<file path="config.mk">
export PLATFORM = sky130hd
export DESIGN_NAME = generador_estimulos_ab
export DESIGN_NICKNAME = d
export VERILOG_FILES = /design/src/rtl/generador_estimulos_ab.sv
export SDC_FILE = /design/constraint.sdc
export NUM_CORES = 1
export LEC_CHECK = 0
export CELL_PAD_IN_SITES_DETAIL_PLACEMENT = 0
export CELL_PAD_IN_SITES_GLOBAL_PLACEMENT = 1
export CORE_MARGIN = 5
export CORE_UTILIZATION = 54
export CTS_BUF_LIST = sky130_fd_sc_hd__clkbuf_8
export DETAILED_ROUTE_END_ITERATION = 8
export DONT_BUFFER_PORTS = 1
export GPL_TIMING_DRIVEN = 0
export HOLD_SLACK_MARGIN = 0.02
export PLACE_DENSITY_LB_ADDON = 0.2
export SYNTH_ARGS = -nofsm -noshare
export SYNTH_HDL_FRONTEND = slang
export SYNTH_SLANG_ARGS = --single-unit
</file>
<file path="constraint.sdc">
create_clock -name clk -period 3 [get_ports clk]
set_clock_uncertainty 0.05 [all_clocks]
set_input_delay 0.6 -clock clk [delete_from_list [all_inputs] [get_ports clk]]
set_output_delay 0.6 -clock clk [all_outputs]
set_load 0.02 [all_outputs]
</file>
<file path="src/rtl/generador_estimulos_ab.sv">
// generador_estimulos_ab: on-chip stimulus sequencer for a small combinational block.
// It walks stim_out through 0..2^N_IN-1 and holds each value for DWELL clocks.
// In the last dwell cycle of each value it samples f_in, building the truth table
// in tt_out.
// Optional feature: define SEQ_LOOP_EN so that a held start runs back-to-back
// sweeps with no idle clock between them.
module generador_estimulos_ab #(
  parameter int N_IN  = 2,
  parameter int DWELL = 10,
  parameter int CNT_W = 8
) (
  input  logic                 clk,
  input  logic                 rst_n,
  input  logic                 start,
  input  logic                 f_in,
  output logic [N_IN-1:0]      stim_out,
  output logic                 busy,
  output logic                 done,
  output logic [2**N_IN-1:0]   tt_out,
  output logic                 tt_valid
);

  // A DWELL of zero behaves exactly like one clock per combination.
  localparam int               DWELL_EFF = (DWELL < 1) ? 1 : DWELL;
  localparam logic [CNT_W-1:0] CNT_LAST  = CNT_W'(DWELL_EFF - 1);
  localparam logic [N_IN-1:0]  STIM_LAST = {N_IN{1'b1}};

  typedef enum logic [1:0] {
    S_IDLE,
    S_RUN,
    S_DONE
  } state_t;

  state_t               state_q;
  logic [CNT_W-1:0]     cnt_q;
  logic [CNT_W-1:0]     cnt_d;
  logic [N_IN-1:0]      stim_q;
  logic [N_IN-1:0]      stim_d;
  logic [2**N_IN-1:0]   tt_q;
  logic                 busy_q;
  logic                 done_q;
  logic                 tt_valid_q;

  // Next values of the dwell counter and the stimulus index.
  // The stimulus index is only advanced below its terminal value, so it never wraps.
  assign cnt_d  = cnt_q + CNT_W'(1);
  assign stim_d = stim_q + N_IN'(1);

  // Sequencer FSM: every output is driven from a register in this block.
  always_ff @(posedge clk or negedge rst_n) begin
    if (!rst_n) begin
      state_q    <= S_IDLE;
      cnt_q      <= '0;
      stim_q     <= '0;
      tt_q       <= '0;
      busy_q     <= 1'b0;
      done_q     <= 1'b0;
      tt_valid_q <= 1'b0;
    end else begin
      case (state_q)
        S_IDLE: begin
          done_q <= 1'b0;
          if (start) begin
            state_q    <= S_RUN;
            cnt_q      <= '0;
            stim_q     <= '0;
            tt_q       <= '0;
            tt_valid_q <= 1'b0;
            busy_q     <= 1'b1;
          end
        end
        S_RUN: begin
          if (cnt_q == CNT_LAST) begin
            // The DUT has had DWELL-1 clocks to settle, so f_in is sampled now.
            tt_q[stim_q] <= f_in;
            cnt_q        <= '0;
            if (stim_q == STIM_LAST) begin
              state_q    <= S_DONE;
              done_q     <= 1'b1;
              tt_valid_q <= 1'b1;
              busy_q     <= 1'b0;
            end else begin
              stim_q <= stim_d;
            end
          end else begin
            cnt_q <= cnt_d;
          end
        end
        S_DONE: begin
          done_q <= 1'b0;
`ifdef SEQ_LOOP_EN
          // With start held, the next sweep begins at once.
          // tt_out is kept, and each bit is overwritten at its own sample point.
          if (start) begin
            state_q <= S_RUN;
            cnt_q   <= '0;
            stim_q  <= '0;
            busy_q  <= 1'b1;
          end else begin
            state_q <= S_IDLE;
          end
`else
          state_q <= S_IDLE;
`endif
        end
        default: begin
          state_q <= S_IDLE;
          busy_q  <= 1'b0;
          done_q  <= 1'b0;
        end
      endcase
    end
  end

  assign stim_out = stim_q;
  assign busy     = busy_q;
  assign done     = done_q;
  assign tt_out   = tt_q;
  assign tt_valid = tt_valid_q;

endmodule

</file>
# After elaboration in Yosys (flattened, before gate mapping)
# Index checks and enable logic that the tools add are counted.
# totals
ff_bits	19
input_bits	4
word_cells	56
# classes
n_addsub	2
magnitude_cmp	2
n_eq_ne	8
n_mux	26
n_bitwise	1
reduce_logical	10
# ops
cell	n
$mux W8	2
$pmux W8 S2	1
$mux W2	6
$reduce_and A4 Y1	3
$add A8 B1 Y8 const B	1
$eq A8 B4 Y1 const B	1
$mux W1	8
$mux W4	2
$ne A2 B2 Y1 const B	4
$pmux W2 S2	2
$pmux W4 S2	1
$reduce_and A3 Y1	2
$bwmux W4	1
$eq A2 B2 Y1 const B	2
$reduce_and A2 Y1	2
$lt A2 B3 Y1 const B	1
$pmux W1 S3	1
$add A2 B1 Y2 const B	1
$demux W1 S2	1
$eq A2 B1 Y1 const B	1
$ge A2 B1 Y1 const B	1
$logic_not A2 Y1	1
$pmux W1 S2	1
$reduce_bool A2 Y1	1
2 further kinds	2

# Logic depth before layout (Yosys ltp)
# Gate-level depths: netlist of run 1.
# logic_depth
ltp_word	7
depth_mapped	7

# Worst setup path after synthesis of run 1
# No wires, ideal clock.
# synth_timing
path_type	input-to-reg
start	input port start
end	register stim_q[0] (netlist: stim_out[0])
arrival_ns	1.390
t_required_ns	2.832
slack_ns	1.442
cell_stages	5
path_buffers	1
path_cell_list	or3b_1 clkbuf_1 o21ai_0 nand2b_1 a21o_1
# synth_between
elab_chain_len	2
# synth_rtl
element	line_no	rtl
start, declared	14	input logic start,
$ne A2 B2 Y1 (no line)	--	
$reduce_and A4 Y1 (no line)	--	
end signal, assigned	83	stim_q <= stim_d;
end, declared	37	logic [N_IN-1:0] stim_q;
# No other way between the ends.
# A chain may end at the register's enable or synchronous reset.

# Final worst setup path of run 1
# layout_timing
start	register cnt_q[0]
end	register cnt_q[6]
# layout_between
elab_chain_len	3
elab_cells_between_ends	4
cone_classes	add/sub: 1; eq/ne: 1; mux: 2
# layout_rtl
element	line_no	rtl
start, declared	35	logic [CNT_W-1:0] cnt_q;
start signal, assigned	86	cnt_q <= cnt_d;
$add A8 B1 Y8 or $eq A8 B4 Y1 (tied branches)	46, 73	
$mux W8 *	73	if (cnt_q == CNT_LAST) begin
$pmux W8 S2 *	60	case (state_q)
# Every way passes the cells marked *; elsewhere a longest branch is shown, timed or not.

==> impl_metrics.env, run 1 <==
export IMPL_status="completed"
export IMPL_syn_num_nets=110
export IMPL_cts_buffer_depth=2
export IMPL_track_usage_pct=15.4
export IMPL_hold_depth=2
export IMPL_slew_headroom_pct=42.3
export IMPL_finalCritPeriodShare_pct=54.4
export IMPL_synth_flop_cell="dfrtp_1"
export IMPL_synth_compound_area_share_pct=12.0
export IMPL_use_met2_pct=24.2
export IMPL_synth_xor_area_share_pct=3.49
export IMPL_ys_seq_area_share_pct=47.3
export IMPL_grt_first_pass_wirelength_mm=3.17
export IMPL_root_buffer="clkbuf_8"
export IMPL_cts_tree="built"
export IMPL_portBuffers=0
export IMPL_synthArstFlopShare_pct=100
export IMPL_wl_mm=1.75
export IMPL_std_cell_rows=15
export IMPL_power_density_mw_per_mm2=558
export IMPL_setup_viol=0
export IMPL_met3_usage_pct=3.38
export IMPL_crit_required_ns=3.13
export IMPL_post_route_util_pct=62.6
export IMPL_rsz0062_at_grt="false"
export IMPL_drive_above_1_share_pct=9.52
export IMPL_antenna_found_initial=0
export IMPL_start_util_pct=57.6
export IMPL_ys_types=31
export IMPL_fin_nets=116
export IMPL_final_max_slew_viol_count=0
export IMPL_syn_area_mm2=0.00100
export IMPL_fmax_mhz=612
export IMPL_clk_pin_slew_ns=0.07
export IMPL_hpwl_mm=1.27
export IMPL_ys_top_cells_by_area="dfrtp_1, ha_1, nand2_1"
export IMPL_drtAntennaViolNets=0
export IMPL_critical_path_class="reg2reg"
export IMPL_io_pins=13
export IMPL_grt_ovfl_total=0
export IMPL_seqCellArea_um2=475
export IMPL_cp_start_kind="register"
export IMPL_ys_seq_elements=19
export IMPL_path_max_fanout=10
export IMPL_synth_top_cell_area_share_pct=47.3
export IMPL_netlist_instances=100
export IMPL_worst_slew_pin_slew_ns=0.863
export IMPL_end_kind="register"
export IMPL_syn_area_per_cell_um2=10.0
export IMPL_synth_top_family_by_area="simple AND/OR/NAND/NOR gates"
export IMPL_multi_input_area_um2=483
export IMPL_gp_congestion=0.724
export IMPL_vias_per_cell=5.38
export IMPL_cts_buffers=3
export IMPL_synthSimpleGateAreaFrac_pct=22.2
export IMPL_clkLatencyLatePin_ns=0.25
export IMPL_grt_pass1_vias=715
export IMPL_min_period_ns=1.63
export IMPL_dieArea_mm2=0.00282
export IMPL_wire_per_inst_um=13.4
export IMPL_grt_busiest_layer="met2"
export IMPL_rr_worst_depth=6
export IMPL_grtUsageMet1_pct=20.9
export IMPL_synthMuxAreaShare_pct=2.99
export IMPL_synthAdderAreaFrac_pct=7.47
export IMPL_post_cts_buffers=0
export IMPL_p_leak_nw=0.518
export IMPL_finalHoldViolCount=0
export IMPL_synth_most_common_cell="dfrtp_1"
export IMPL_cap_viol_max_count=0
export IMPL_die_width_um=53.1
export IMPL_synth_commonest_cells="dfrtp_1, nand2_1, nor2_1"
export IMPL_yosysWarnings=0
export IMPL_fill_cells=161
export IMPL_htree_levels=1
export IMPL_p_total_uw=610
export IMPL_cts_sinks=19
export IMPL_area_growth_pct=8.72
export IMPL_drc_errors=0
export IMPL_drt_iter0_drc=6
export IMPL_diodes=0
export IMPL_fin_ws_ns=1.37
export IMPL_yosysTopAreaCell="dfrtp_1"
export IMPL_design_core_area_mm2=0.00175
export IMPL_cp_arrival_ns=1.76
export IMPL_vias=700
export IMPL_die_y_um=53.1
export IMPL_grt_start_max_net_pins=20
export IMPL_first_pass_iters=3
export IMPL_pre_cts_ws_ns=1.34
export IMPL_synth_edf_count=0
export IMPL_peakVddDrop_mv=0.327
export IMPL_hold_class="in2reg"
export IMPL_setup_tns_final_ns=0
-- worst max-delay path: stages (launching register included) --
cell and delay [ns]:
dfrtp_1 0.46, ha_1 0.23, and3b_1 0.20, a21oi_2 0.19, buf_6 0.16, a41oi_1 0.11
a31oi_1 0.16
-- per-layer routing --
layer / routed length, um / share of wire (%)
met2: 775 / 44
met5: 0 / 0
met3: 69 / 4.0
met4: 19 / 1.1
met1: 882 / 51
-- layout make-up --
class / count / area share, %
plain buffers: 3 / 1.83
multi-input cells: 71 / 44.2
well taps: 25 / 2.86
repair buffers: 1 / 0.916
clock buffers: 3 / 3.78
inverters: 7 / 2.41
flip-flops and latches: 19 / 43.5
clock inverters: 1 / 0.458
-- cells in the final DEF (no fill, tap or decap), types with 2 or more instances in the layout --
cell type  count
ha_1           6
nor2_1        12
and3_1         3
dfrtp_1       19
inv_1          7
nand2b_1       2
a21o_1         2
nor2b_1        2
nand3_1        2
mux2i_1        3
clkbuf_8       3
nand2_1       12
a41oi_1        2
o21ai_0        3
xor2_1         4
nand4_1        3
a21oi_1        3
-- registers in the layout, summed over array words and instances, names as in the netlist --
signal    flops
tt_out        4
busy          1
done          1
cnt_q         8
stim_out      2
state_q       2
tt_valid      1
-- through the flow --
step,hold slack [ns],cell area (um^2),std cells
4_1_cts,0.429,1090,130
5_1_grt,0.434,1090,130
6_report,0.434,1090,130
2_1_floorplan,0.254,1000,100
3_3_place_gp,0.255,1040,125
3_5_place_dp,0.255,1040,125
-- kinds of logic (layout without fill, tap and decap cells) --
logic type                 Yosys count  count (layout)
adders and majority gates            6               6
buffers and inverters               10              15
xor gates and xnor gates             4               4
DFF                                 19              19
AOI/OAI and AO/OA                   17              17
muxes                                3               3
and+or+nand+nor                     41              41
-- path summary, 6_finish.rpt --
kind,from,slack [ns],end
min reg2reg,state_q[0],0.47,busy
max reg2reg,cnt_q[0],1.37,cnt_q[6]
min in group asynchronous,rst_n,0.85,stim_out[1]
max in group asynchronous,rst_n,1.51,state_q[1]
min,f_in,0.43,tt_out[3]
max,cnt_q[0],1.37,cnt_q[6]
-- report_power, final --
group	leakage [nW]	internal (mW)	switching [mW]	total [mW]
registers	0.233	0.298	0.0658	0.363
clock network	0.0255	0.0922	0.0822	0.174
logic	0.260	0.0364	0.0357	0.0721
total	0.518	0.426	0.184	0.610
-- timing repair --
| item | in CTS | in global routing |
|---|---|---|
| hold buffers | 1 | 0 |
| endpoints found under the hold margin | 19 | 0 |
| gates resized for setup | 0 | 0 |
(Power assumes the default switching activity.)
==> run 2, diff against run 1 <==
- CORE_UTILIZATION: 54 -> 45
- clock period: 3 -> 1.5 ns (I/O delays scaled with it)
==> run 2 against run 1 <==
Effect of this change: via count rose by 6.3%; critical path type unchanged; highest routed layer unchanged; sequential power rose by 100%; the flow now finishes with violations (negative setup slack); critical path depth unchanged.
==> impl_metrics.env, run 2 (synthesis gave the netlist of run 1 again) <==
export IMPL_cts_tree="built"
export IMPL_first_pass_iters=3
export IMPL_dpl_cell_count=128
export IMPL_final_common_cell="dfrtp_1"
export IMPL_drc_errors=0
export IMPL_status="complete, but fails checks"
export IMPL_dieArea_mm2=0.00328
export IMPL_top_register="cnt_q"
export IMPL_finalCritPeriodShare_pct=103
export IMPL_peakVddDrop_mv=0.765
export IMPL_grt_pass1_vias=817
export IMPL_wire_per_inst_um=14.5
export IMPL_power_density_mw_per_mm2=1060
export IMPL_clkLatencyLatePin_ns=0.25
export IMPL_seqCellArea_um2=480
export IMPL_p_total_mw=1.24
export IMPL_p_leak_nw=0.527
export IMPL_die_width_um=57.3
export IMPL_cp_start_kind="register"
export IMPL_fin_nets=118
export IMPL_drtAntennaViolNets=0
export IMPL_fin_cells=135
export IMPL_placed_area_mm2=0.00104
export IMPL_drive_above_1_share_pct=26.2
export IMPL_vias=744
export IMPL_fill_cells=214
export IMPL_met3_usage_pct=3.39
export IMPL_use_met2_pct=23.3
export IMPL_pre_cts_ws_ns=-0.125
export IMPL_root_buffer="clkbuf_8"
export IMPL_diodes=0
export IMPL_cp_slowest_cell="dfrtp_2"
export IMPL_multi_input_area_um2=533
export IMPL_gp_congestion=0.684
export IMPL_end_kind="register"
export IMPL_cp_arrival_ns=1.66
export IMPL_finalHoldViolCount=0
export IMPL_hold_class="in2reg"
export IMPL_std_cell_rows=17
export IMPL_worstPathCellList="ha_4 > and3b_2 > a21oi_4 > buf_6 > a41oi_2 > a31oi_1"
export IMPL_grt_start_max_net_pins=20
export IMPL_path_max_fanout=5
export IMPL_clk_pin_slew_ns=0.07
export IMPL_worst_slew_pin_slew_ns=0.855
export IMPL_setup_tns_final_ns=-0.0860
export IMPL_antenna_found_initial=0
export IMPL_cts_sinks=19
export IMPL_fin_ws_ns=-0.0388
export IMPL_portBuffers=0
export IMPL_critical_path_max_stage_delay_ns=0.43
export IMPL_cts_buffers=3
export IMPL_final_max_slew_viol_count=0
export IMPL_vias_per_cell=5.51
export IMPL_cts_buffer_depth=2
export IMPL_final_cell_area_mm2=0.00117
export IMPL_start_util_pct=46.3
export IMPL_track_usage_pct=14.1
export IMPL_wl_mm=1.96
export IMPL_hpwl_mm=1.35
export IMPL_slew_headroom_pct=42.8
export IMPL_grt_busiest_layer="met2"
export IMPL_drt_iter0_drc=10
export IMPL_design_core_area_mm2=0.00217
export IMPL_min_period_ns=1.54
export IMPL_most_common_layout_cells="dfrtp_1, nand2_1, nor2_1"
export IMPL_setup_viol=6
export IMPL_largest_reg_flops=8
export IMPL_rsz0062_at_grt="true"
export IMPL_fmax_mhz=650
export IMPL_post_route_util_pct=53.9
export IMPL_grt_ovfl_total=0
export IMPL_violations="negative setup slack"
export IMPL_grtUsageMet1_pct=17.6
export IMPL_crit_required_ns=1.62
export IMPL_htree_levels=1
export IMPL_critical_path_class="reg2reg"
export IMPL_io_pins=13
export IMPL_die_y_um=57.3
export IMPL_area_growth_pct=16.3
export IMPL_fin_worst_hold_slack_ns=0.132
export IMPL_grt_first_pass_wirelength_mm=3.66
export IMPL_cap_viol_max_count=0
-- run 2: changes by cell type in the layout (fill, tap and decap cells not counted), moves of 3 or more --
| cell | previous run | this run |
|---|---|---|
| nor2_1 | 12 | 9 |
| dfrtp_2 | 0 | 4 |
| nor2_2 | 0 | 3 |
| buf_4 | 0 | 3 |
| dfrtp_1 | 19 | 15 |
-- run 2: power breakdown --
group          total (mW)  leakage [nW]  switching [mW]  internal, mW
Combinational       0.164         0.273          0.0826        0.0811
Sequential          0.733         0.227           0.135         0.599
Clock               0.342        0.0269           0.160         0.182
-- run 2: path summary, 6_finish.rpt --
check | startpoint | to | slack (ns) | depth (start not counted)
worst min register to register | state_q[0] | busy | 0.50 | 1
min in group asynchronous | rst_n | cnt_q[4] | 0.55 | 1
worst max-delay path | cnt_q[0] | cnt_q[6] | -0.04 | 6
max in group asynchronous | rst_n | stim_out[1] | 0.27 | 1
worst min-delay path | f_in | tt_out[3] | 0.13 | 2
worst max register to register | cnt_q[0] | cnt_q[6] | -0.04 | 6
-- run 2: timing repair --
action / CTS / global route
hold buffers: 1 / 0
endpoints found under the hold margin: 19 / 0
cloned: 1 / 0
gates resized for setup: 10 / 9
pin swaps: 4 / 2
endpoints found under the setup margin: 15 / 16
setup buffers: 2 / 0
-- run 2: layout make-up --
| cell class | instances | share of cell area, % |
|---|---|---|
| Clock buffer | 3 | 3.53 |
| Multi-Input combinational cell | 71 | 45.6 |
| Timing Repair Buffer | 4 | 2.78 |
| Tap cell | 28 | 3.00 |
| Sequential cell | 19 | 41.1 |
| Buffer | 2 | 1.39 |
| Inverter | 7 | 2.25 |
| Clock inverter | 1 | 0.321 |
-- run 2: metal layers --
metal  share of wire [%]  vias up
li1                    -      357
met1                  45      371
met4                 2.1        0
met5                   0        -
met3                 4.0        5
met2                  49       11
-- run 2: critical path: cells and delay by family (launching register included) --
kind	cells	cell delay, ns
AO/OA/AOI/OAI	3	0.45
adder cells (fa/ha/maj)	1	0.15
buffers and inverters	1	0.15
flip-flops	1	0.43
AND/OR/NAND/NOR	1	0.23
